## src/rtl/fetch_unit.sv

```systemverilog
// rtl/fetch_unit.sv - instruction fetch FSM: memory request, kill-on-redirect, registered output hold.
// Optional FETCH_MISALIGN_EN: misaligned fetch pc reports a fault record and parks in STALL.
module fetch_unit #(
    parameter logic [31:0] RESET_PC = 32'h0000_0000
) (
    input  logic        clk,
    input  logic        reset,
    input  logic        redirect_valid,
    input  logic [31:0] redirect_pc,
    output logic        mem_valid,
    input  logic        mem_ready,
    output logic [31:0] mem_addr,
    input  logic [31:0] mem_rdata,
    output logic        output_valid,
    input  logic        output_ready,
    output logic [63:0] output_data,
    output logic        output_misaligned
);

    typedef enum logic [1:0] {S_IDLE, S_WAIT, S_HOLD, S_STALL} state_t;

    state_t      r_state, w_state_nxt;
    logic [31:0] r_pc, w_pc_nxt;
    logic        r_kill, w_kill_nxt;
    logic        r_mem_valid, w_mem_valid_nxt;
    logic [31:0] r_mem_addr, w_mem_addr_nxt;
    logic        r_out_valid, w_out_valid_nxt;
    logic [63:0] r_out_data, w_out_data_nxt;
    logic        r_out_mis, w_out_mis_nxt;
    logic [31:0] w_redir_pc;
    logic [31:0] w_issue_pc;
    logic        w_xfer;

`ifdef FETCH_MISALIGN_EN
    assign w_redir_pc = redirect_pc;
`else
    logic w_unused_lsbs;
    assign w_unused_lsbs = ^redirect_pc[1:0];
    assign w_redir_pc    = {redirect_pc[31:2], 2'b00};
`endif

    assign w_issue_pc = redirect_valid ? w_redir_pc : r_pc;
    assign w_xfer     = r_out_valid && output_ready;

    always_ff @(posedge clk) begin
        if (reset) begin
            r_state     <= S_IDLE;
            r_pc        <= RESET_PC;
            r_kill      <= 1'b0;
            r_mem_valid <= 1'b0;
            r_mem_addr  <= RESET_PC;
            r_out_valid <= 1'b0;
            r_out_data  <= 64'h0;
            r_out_mis   <= 1'b0;
        end else begin
            r_state     <= w_state_nxt;
            r_pc        <= w_pc_nxt;
            r_kill      <= w_kill_nxt;
            r_mem_valid <= w_mem_valid_nxt;
            r_mem_addr  <= w_mem_addr_nxt;
            r_out_valid <= w_out_valid_nxt;
            r_out_data  <= w_out_data_nxt;
            r_out_mis   <= w_out_mis_nxt;
        end
    end

    always_comb begin
        w_state_nxt     = r_state;
        w_pc_nxt        = r_pc;
        w_kill_nxt      = r_kill;
        w_mem_valid_nxt = r_mem_valid;
        w_mem_addr_nxt  = r_mem_addr;
        w_out_valid_nxt = r_out_valid;
        w_out_data_nxt  = r_out_data;
        w_out_mis_nxt   = r_out_mis;
        case (r_state)
            S_IDLE: begin
                w_pc_nxt = w_issue_pc;
`ifdef FETCH_MISALIGN_EN
                if (w_issue_pc[1:0] != 2'b00) begin
                    w_out_valid_nxt = 1'b1;
                    w_out_data_nxt  = {w_issue_pc, 32'h0};
                    w_out_mis_nxt   = 1'b1;
                    w_state_nxt     = S_HOLD;
                end else
`endif
                begin
                    w_mem_valid_nxt = 1'b1;
                    w_mem_addr_nxt  = w_issue_pc;
                    w_state_nxt     = S_WAIT;
                end
            end
            S_WAIT: begin
                // While killed, r_pc already holds the redirect target; the request itself stays up.
                if (mem_ready) begin
                    w_mem_valid_nxt = 1'b0;
                    w_kill_nxt      = 1'b0;
                    if (r_kill || redirect_valid) begin
                        if (redirect_valid) begin
                            w_pc_nxt = w_redir_pc;
                        end
                        w_state_nxt = S_IDLE;
                    end else begin
                        w_out_valid_nxt = 1'b1;
                        w_out_data_nxt  = {r_pc, mem_rdata};
                        w_out_mis_nxt   = 1'b0;
                        w_pc_nxt        = r_pc + 32'd4;
                        w_state_nxt     = S_HOLD;
                    end
                end else if (redirect_valid) begin
                    w_kill_nxt = 1'b1;
                    w_pc_nxt   = w_redir_pc;
                end
            end
            S_HOLD: begin
                if (redirect_valid) begin
                    w_out_valid_nxt = 1'b0;
                    w_out_mis_nxt   = 1'b0;
                    w_pc_nxt        = w_redir_pc;
                    w_state_nxt     = S_IDLE;
                end else if (w_xfer) begin
                    w_out_valid_nxt = 1'b0;
                    w_out_mis_nxt   = 1'b0;
                    if (r_out_mis) begin
                        w_state_nxt = S_STALL;
                    end else begin
                        w_mem_valid_nxt = 1'b1;
                        w_mem_addr_nxt  = r_pc;
                        w_state_nxt     = S_WAIT;
                    end
                end
            end
            S_STALL: begin
                if (redirect_valid) begin
                    w_pc_nxt    = w_redir_pc;
                    w_state_nxt = S_IDLE;
                end
            end
            default: begin
                w_state_nxt = S_IDLE;
            end
        endcase
    end

    assign mem_valid         = r_mem_valid;
    assign mem_addr          = r_mem_addr;
    assign output_valid      = r_out_valid;
    assign output_data       = r_out_data;
    assign output_misaligned = r_out_mis;

endmodule

```

## config.mk

```make
export PLATFORM = sky130hd
export DESIGN_NAME = fetch_unit
export DESIGN_NICKNAME = d
export VERILOG_FILES = /design/src/rtl/fetch_unit.sv
export SDC_FILE = /design/constraint.sdc
export NUM_CORES = 1
export LEC_CHECK = 0
export BUFFER_PORTS_ARGS = -buffer_cell sky130_fd_sc_hd__buf_4
export CAP_MARGIN = 20
export CORE_ASPECT_RATIO = 0.9
export CORE_UTILIZATION = 25
export DETAILED_ROUTE_END_ITERATION = 8
export GPL_TIMING_DRIVEN = 0
export PLACE_DENSITY = 0.55
export SKIP_CTS_REPAIR_TIMING = 1
export SLEW_MARGIN = 0
export SYNTH_ARGS = -nofsm -noshare
export SYNTH_HDL_FRONTEND = slang
export SYNTH_SLANG_ARGS = --single-unit
```

## constraint.sdc

```tcl
create_clock -name clk -period 2.1 [get_ports clk]
set_input_delay 0.21 -clock clk [delete_from_list [all_inputs] [get_ports clk]]
set_output_delay 0.21 -clock clk [all_outputs]
set_load 0.005 [all_outputs]
```

== Word-level counts from Yosys, hierarchy flattened ==
Index checks and enable logic that the tools add are counted.
Storage, ports and cells
  RAM bits: 0
  bits in registers: 134
  memory bits (read-only): 0
  logic and storage cells: 64
  memories: 0
  bits in latches: 0
  input bits: 69
Cells by class
  $mul: 0
  shift operators: 0
  multiplexer cells: 30
  divide/modulo/power cells: 0
  reductions and logical operators: 14
  bitwise logic cells: 1
  add/sub/neg operators: 1
  equal/unequal tests: 10
  order comparisons: 0
Operators by type and width (count)
  $mux W32: 6
  $pmux W32 S2: 2
  $add A32 B3 Y32 const B: 1
  $mux W1: 12
  $mux W2: 6
  $ne A2 B2 Y1 const B: 6
  $pmux W2 S4: 1
  $reduce_and A4 Y1: 2
  $reduce_and A3 Y1: 2
  $reduce_bool A2 Y1: 3
  $reduce_and A5 Y1: 1
  $eq A2 B2 Y1 const B: 2
  $pmux W1 S2: 2
  $ne A3 B3 Y1 const B: 1
  $pmux W1 S3: 1
  $reduce_bool A3 Y1: 1
  $reduce_or A3 Y1: 1
  $eq A2 B1 Y1 const B: 1
  $logic_not A2 Y1: 1
  $reduce_and A2 Y1: 1
  $logic_and A1 B1 Y1: 1
  $logic_or A1 B1 Y1: 1
  $not A1 Y1: 1

== Depth between registers and ports, before layout ==
Gate-level depths: netlist of run 1.
  depth in word-level cells: 4
  gate-level depth with buffers: 7
  mapped depth without buffers: 5

== Worst setup path before layout of run 1 ==
No wires, ideal clock.
  kind: register to register
  start: reg r_pc[5]
  end: reg r_pc[26]
  data required time: 1963 ps
  buffers on the path: 1
  data arrival time: 1626 ps
  clock period less this slack: 1764 ps
  slack: 336 ps
  stages on the path, launching flop included: 7
  cell sequence: dfxtp_1 -> buf_2 -> nand4_4 -> or4_4 -> nor4b_2 -> xnor2_1 -> a211oi_2
On the way
  cells in the longest elaborated chain, start to end: 4
RTL lines
  from (decl): RTL line 23  | logic [31:0] r_pc, w_pc_nxt;
  from (signal assigned): RTL line 57  | r_pc <= w_pc_nxt;
  $add A32 B3 Y32: RTL line 107  | w_pc_nxt = r_pc + 32'd4;
  $mux W32: RTL line 98  | if (r_kill || redirect_valid) begin
  $mux W32: RTL line 95  | if (mem_ready) begin
  $pmux W32 S2: RTL line 76  | case (r_state)
Every way passes these cells.
A chain may end at the register's enable or synchronous reset.

== Worst setup path after layout of run 1 ==
  start: reg r_pc[13]
  end: reg r_pc[26]
The elaborated chain is that of the path after synthesis.

==> metrics, run 1 <==
post-layout util 36.1%; status complete, no violations; Slowest cell on crit path or4_4; full die area 23200 µm²; final WL 20500 µm; grt ovf 0; GRT Max-Usage Layer met2; Syn Nets 786; FP Rows 51; Detail Placement HPWL 15000 µm; Power Density 817 nW/µm²; Max Clock Skew 0.00840 ns; grt met3 use 5.68%; CTS H-tree lvls 4; crit-path max FO 4; clock tree sinks 133; NumNets Final 968; register area share after synthesis 47.2%; post-route insts no fill 1200; # fillers 2301; RSZ-0062 raised after global routing yes; worst vdd ir 0.000416 V; initial DRC count 403; first-pass GRT wire length 30900 µm; Yosys warnings 0; final worst slack 0.125 ns; Die W 160 µm; critical path class flop to flop; max-slew violation count 0; DP Area 7230 µm²; largest net degree at the start of global routing 17; clock buffer depth 2; share of the synthesized area in the top cell type 47.2%; TritonCTS clock tree yes; Inst Count DP 1169; synth cell count leaders 186 x nand2_1, 133 x dfxtp_1, 81 x a21oi_1, 61 x nor2_1, 47 x clkbuf_1; # setup viols final 0; Syn Inst Count 716; max-cap check violation count 0; core area 21900 µm²; Critical Path AT 2.25 ns; Skew-Pair Late Insertion Delay 0.42 ns; Buf/Inv on CP 0; post-route design area 7900 µm²; critical path endpoint category flop; Starting Density 25.8%; Top delay family on crit path simple AND/OR/NAND/NOR gates; 1st-pass router iterations 5; largest area contributor in the synthesized netlist dfxtp_1; I/O pin cnt 168; Cell Area, Synth 5650 µm²; share of cells above drive strength 1 26.7%; Root Buffer clkbuf_16; clock-pin slew on the worst setup and hold paths 0.06 ns; worst hold-check path type primary input to flop; largest cells by area after synthesis dfxtp_1 47%, nand2_1 12%, a21oi_1 7.2%; Die Span Y 145 µm; CP max stage delay 0.60 ns; startpoint types flop; period utilisation layout 94.1%; relative slew slack 52.0%; vias after detailed routing 5743; Avg Synthesized Cell Area 7.89 µm²; # DRC 0; Post-synth EDFFs 0; antenna-violating nets left 0; register area 2670 µm²; Synth cell types 52; port buffer count 162; Hold Violations, Final 0; CTS Buf Count 17; pre-CTS setup slack -0.577 ns; upper clock frequency limit 506 MHz; initial antenna violation count 0; multi-input combinational cell area 2760 µm²; Req. time, crit path 2.38 ns; Async SR Flop Fraction 0%; P_leak 3.06 nW; vias in the first global route 5385; Vias/cell 4.79; ys flop type dfxtp_1; ant diodes 0; count leader, synth nand2_1; routing usage on met1 23.5%; Total Power 6.46 mW; Routed wire per std cell 17.1 µm; Routability Congestion 0.856; cells along the critical path nand4_1 -> or4_4 -> nor4b_2 -> xnor2_1 -> a211oi_2; final worst path period need 1.98 ns; met2 usage 27.4%; Overall Global Routing Usage 17.6%; register bit total from synthesis 133; Area Overhead vs Synth 40.0%; Slew @ Worst Pin 0.721 ns
## sequential cells by signal, summed over array words and instances, names as in the netlist
signal and cells:
r_kill 1, mem_valid 1, output_data 64, r_pc 32
mem_addr 32, output_valid 1, r_state 2
## layer usage
metal  vias up  routed length [µm]
li1       2811                   -
met1      2689                9410
met2       227                9150
met3        16                1770
met4         0                 205
met5         -                   0
## worst register-to-register path, cell delays in order, from the launching register on
cell and delay, ns:
dfxtp_1 0.41, nand4_1 0.26, or4_4 0.61, nor4b_2 0.30
xnor2_1 0.17, a211oi_2 0.08
## metrics by stage
stage	hold slack, ns	TNS [ns]
2_1_floorplan	0.346	0
3_5_place_dp	0.434	-24.26
5_1_grt	0.0257	-0.0889
4_1_cts	0.0177	-16.17
6_report	0.0316	0
3_3_place_gp	0.437	-23.25
## final timing paths
check | from | end | slack, ns | cells past startpoint
worst max-delay path | r_pc[13] | r_pc[26] | 0.12 | 5
worst min-delay path | mem_rdata[11] | output_data[11] | 0.03 | 3
worst max register to register | r_pc[13] | r_pc[26] | 0.12 | 5
worst min register to register | r_pc[0] | r_pc[0] | 0.44 | 2
## cell type report
class                           count  share of cell area [%]
Timing Repair Buffer              165                    15.8
Sequential cell                   133                    33.7
Multi-Input combinational cell    512                    34.9
Inverter                            9                   0.427
Clock inverter                     10                    1.36
Clock buffer                       20                    5.78
Tap cell                          291                    4.61
Buffer                             60                    3.39
## power by group
part           total, mW  switching, mW  internal, mW  leakage, nW
Clock               2.90           1.12          1.78        0.273
Sequential          2.78          0.122          2.66         1.09
Combinational      0.775          0.426         0.349         1.70
## kinds of logic (layout without fill, tap and decap cells)
family	after synthesis	after routing	synth area share (%)
and+or+nand+nor	336	336	26.6
DFF	133	133	47.2
other	1	1	0.0664
buffers and inverters	71	264	4.94
adders and majority gates	1	1	0.222
xor gates and xnor gates	27	27	4.19
muxes	4	4	0.709
AOI/OAI and AO/OA	143	143	16.1
## layout by cell type (no fill, tap or decap), types with 17 or more instances in the layout
master and n:
clkbuf_1 33, buf_4 166, clkbuf_16 17, a21oi_1 81
xnor2_1 17, nand3_1 38, a311oi_1 29, dfxtp_1 130
nor2_1 59, nand2_1 184
Power figures use the tool's default switching activity.
==> run 2, diff against run 1 <==
--- a/config.mk
+++ b/config.mk
@@ -5,13 +5,14 @@
 export SDC_FILE = /design/constraint.sdc
 export NUM_CORES = 1
 export LEC_CHECK = 0
+export ABC_AREA = 1
 export BUFFER_PORTS_ARGS = -buffer_cell sky130_fd_sc_hd__buf_4
 export CAP_MARGIN = 20
 export CORE_ASPECT_RATIO = 0.9
 export CORE_UTILIZATION = 25
 export DETAILED_ROUTE_END_ITERATION = 8
 export GPL_TIMING_DRIVEN = 0
-export PLACE_DENSITY = 0.55
+export PLACE_DENSITY = 0.54
 export SKIP_CTS_REPAIR_TIMING = 1
 export SLEW_MARGIN = 0
 export SYNTH_ARGS = -nofsm -noshare
==> metrics, run 2 <==
Vias/cell 4.66 (-2.7%); antenna-violating nets left 0 (unchanged); 1st-pass router iterations 5 (unchanged); Async SR Flop Fraction 0% (unchanged); Die Span Y 151 µm (+4.8%); Root Buffer clkbuf_16; Routability Congestion 0.913 (+6.6%); startpoint types flop; Post-synth EDFFs 0 (unchanged); ant diodes 0 (unchanged); Buf/Inv on CP 1 (+1); relative slew slack 51.9% (-0.077 points); crit-path max FO 6 (+2); register area 2660 µm² (-0.14%); synth cell count leaders 254 x nand2_1, 149 x nor2_1, 133 x dfxtp_1, 121 x o21ai_0, 75 x a21oi_1; Slew @ Worst Pin 0.722 ns (+0.00116 ns); CP max stage delay 0.46 ns (-0.14 ns); Starting Density 25.5% (-0.28 points); max-cap check violation count 0 (unchanged); final WL 23200 µm (+13%); Syn Nets 1003 (+28%); worst hold-check path type primary input to flop; first-pass GRT wire length 34900 µm (+13%); share of the synthesized area in the top cell type 42.9% (-4.3 points); initial DRC count 492 (+22%); period utilisation layout 90.1% (-3.9 points); Top delay family on crit path simple AND/OR/NAND/NOR gates; I/O pin cnt 168 (unchanged); full die area 25500 µm² (+9.8%); Skew-Pair Late Insertion Delay 0.43 ns (about the same); share of cells above drive strength 1 20.9% (-5.8 points); Overall Global Routing Usage 18.4% (+0.75 points); Min-Delay Startpoint mem_rdata[3]; # DRC 0 (unchanged); multi-input combinational cell area 3050 µm² (+11%); max-slew violation count 0 (unchanged); Synth cell types 33 (-37%); register bit total from synthesis 133 (unchanged); TNS Setup 0 ns (unchanged); # setup viols final 0 (unchanged); clock buffer depth 2 (unchanged); register area share after synthesis 42.9% (-4.3 points); CTS Buf Count 17 (unchanged); clock tree sinks 133 (unchanged); post-route design area 8320 µm² (+5.2%); hold depth 3 (unchanged); WHS 0.0339 ns (+0.00222 ns); TritonCTS clock tree yes; RSZ-0062 raised after global routing no; reg2reg setup slack 0.21 ns (+0.08 ns); clock-pin slew on the worst setup and hold paths 0.06 ns (about the same); status complete, no violations; vias in the first global route 6070 (+13%); Worst R2R Path Depth 8 (+3); Avg Synthesized Cell Area 6.65 µm² (-16%); CTS H-tree lvls 4 (unchanged); final worst path period need 1.89 ns (-0.0823 ns); Reg2Reg Capture Point r_pc[20]; port buffer count 164 (+1.2%); critical path class flop to flop; critical path endpoint category flop; commonest non-fill, non-tap cell in the layout nand2_1; FP Rows 54 (+5.9%); Power Density 771 nW/µm² (-5.6%); Area Overhead vs Synth 34.0%; DP Area 7820 µm² (+8.3%); largest area contributor in the synthesized netlist dfxtp_1; count leader, synth nand2_1; largest cells by area after synthesis dfxtp_1 43%, nand2_1 15%, o21ai_0 9.8%; grt ovf 0 (unchanged); worst vdd ir 0.000349 V (-16%); largest net degree at the start of global routing 17 (unchanged); Syn Inst Count 933 (+30%); Hold EP output_data[3]; vias after detailed routing 6666 (+16%); cells along the critical path ha_1 -> nand2_1 -> nor2_1 -> nand2_1 -> nor2_1 -> o22ai_1 -> o21ai_1 -> inv_1; Yosys warnings 0 (unchanged); P_leak 3.65 nW (+19%); Max Clock Skew 0.0110 ns (+0.00262 ns); Largest register FFs 64 (unchanged); initial antenna violation count 0 (unchanged); Slowest cell on crit path dfxtp_1; Cell Area, Synth 6210 µm² (+9.9%); commonest cells after routing, fill and taps aside 254 x nand2_1, 170 x buf_4, 148 x nor2_1; NumNets Final 1186 (+23%); Critical Path AT 2.21 ns (-0.04 ns); core area 24300 µm² (+11%); Die W 168 µm (+4.8%); Detail Placement HPWL 17900 µm (+20%); Routed wire per std cell 16.2 µm (-5.3%); Hold Violations, Final 0 (unchanged); reg-to-reg critical path startpoint r_pc[3]; ys flop type dfxtp_1; # fillers 2734 (+19%); Req. time, crit path 2.41 ns (+0.03 ns); upper clock frequency limit 528 MHz (+4.3%); Total Power 6.41 mW (-0.69%)
## run 2: cell types whose count changed in the layout (fill, tap and decap cells not counted), sizes merged, moves of 12 or more
cell	delta
a311oi	-29
buf	+20
clkbuf	-27
inv	+54
nand2	+70
nand4	-12
nor2	+92
o21ai	+123
xnor2	-16
## run 2: cells by family (layout without fill, tap and decap cells)
| kind of cell | after synthesis | count (layout) | share of synthesized area [%] |
|---|---|---|---|
| simple gates | 457 | 457 | 29.3 |
| compound gates | 218 | 218 | 18.6 |
| flops | 133 | 133 | 42.9 |
| buf+inv | 116 | 306 | 7.94 |
| xor+xnor | 5 | 5 | 0.705 |
| mux | 2 | 2 | 0.323 |
| fa+ha+maj | 1 | 1 | 0.202 |
| other cells | 1 | 1 | 0.0604 |
## run 2: worst max path at each step
stage | start | end | slack, ns | cells after the start
after floorplan | r_pc[3] | r_pc[18] | 0.64 | 10
after global placement | r_state[1] | output_data[48] | 0.24 | 7
after detailed placement | r_state[1] | output_data[29] | 0.23 | 7
after CTS | r_state[1] | r_pc[2] | 0.22 | 7
after global routing | r_state[1] | output_data[52] | 0.06 | 7
final | r_pc[3] | r_pc[20] | 0.21 | 8
## run 2: worst min-delay path, delay by kind of cell
kind | cells | cell delay (ns)
and+or+nand+nor | 1 | 0.07
AOI/OAI and AO/OA | 1 | 0.07
buffers and inverters | 1 | 0.07
## run 2: through the flow
step	cells	setup slack (ns)	utilization [%]
2_1_floorplan	933	0.638	-
3_3_place_gp	1405	0.236	32.2
3_5_place_dp	1405	0.228	32.2
4_1_cts	1431	0.218	34.2
5_1_grt	1431	0.0577	34.2
6_report	1431	0.207	34.2
## run 2: area by class of cell
| cell class | count | area share (%) |
|---|---|---|
| buffer | 54 | 3.13 |
| clock buffer | 20 | 5.49 |
| clock inverter | 6 | 0.421 |
| inverter | 62 | 2.80 |
| multi-input combinational | 684 | 36.7 |
| sequential | 133 | 32.0 |
| tap | 308 | 4.63 |
| timing repair buffer | 164 | 14.8 |
## run 2: layer usage
| layer | global-route usage, % | part of all wire (%) |
|---|---|---|
| met2 | 29.2 | 45 |
| met3 | 4.23 | 5.8 |
| met4 | 5.05 | 1.4 |
| met5 | 0 | 0 |
| met1 | 25.0 | 48 |
## run 2: power by group
group | switching, mW | internal [mW] | total (mW)
Sequential | 0.130 | 2.69 | 2.82
Combinational | 0.569 | 0.418 | 0.987
Clock | 1.09 | 1.52 | 2.61
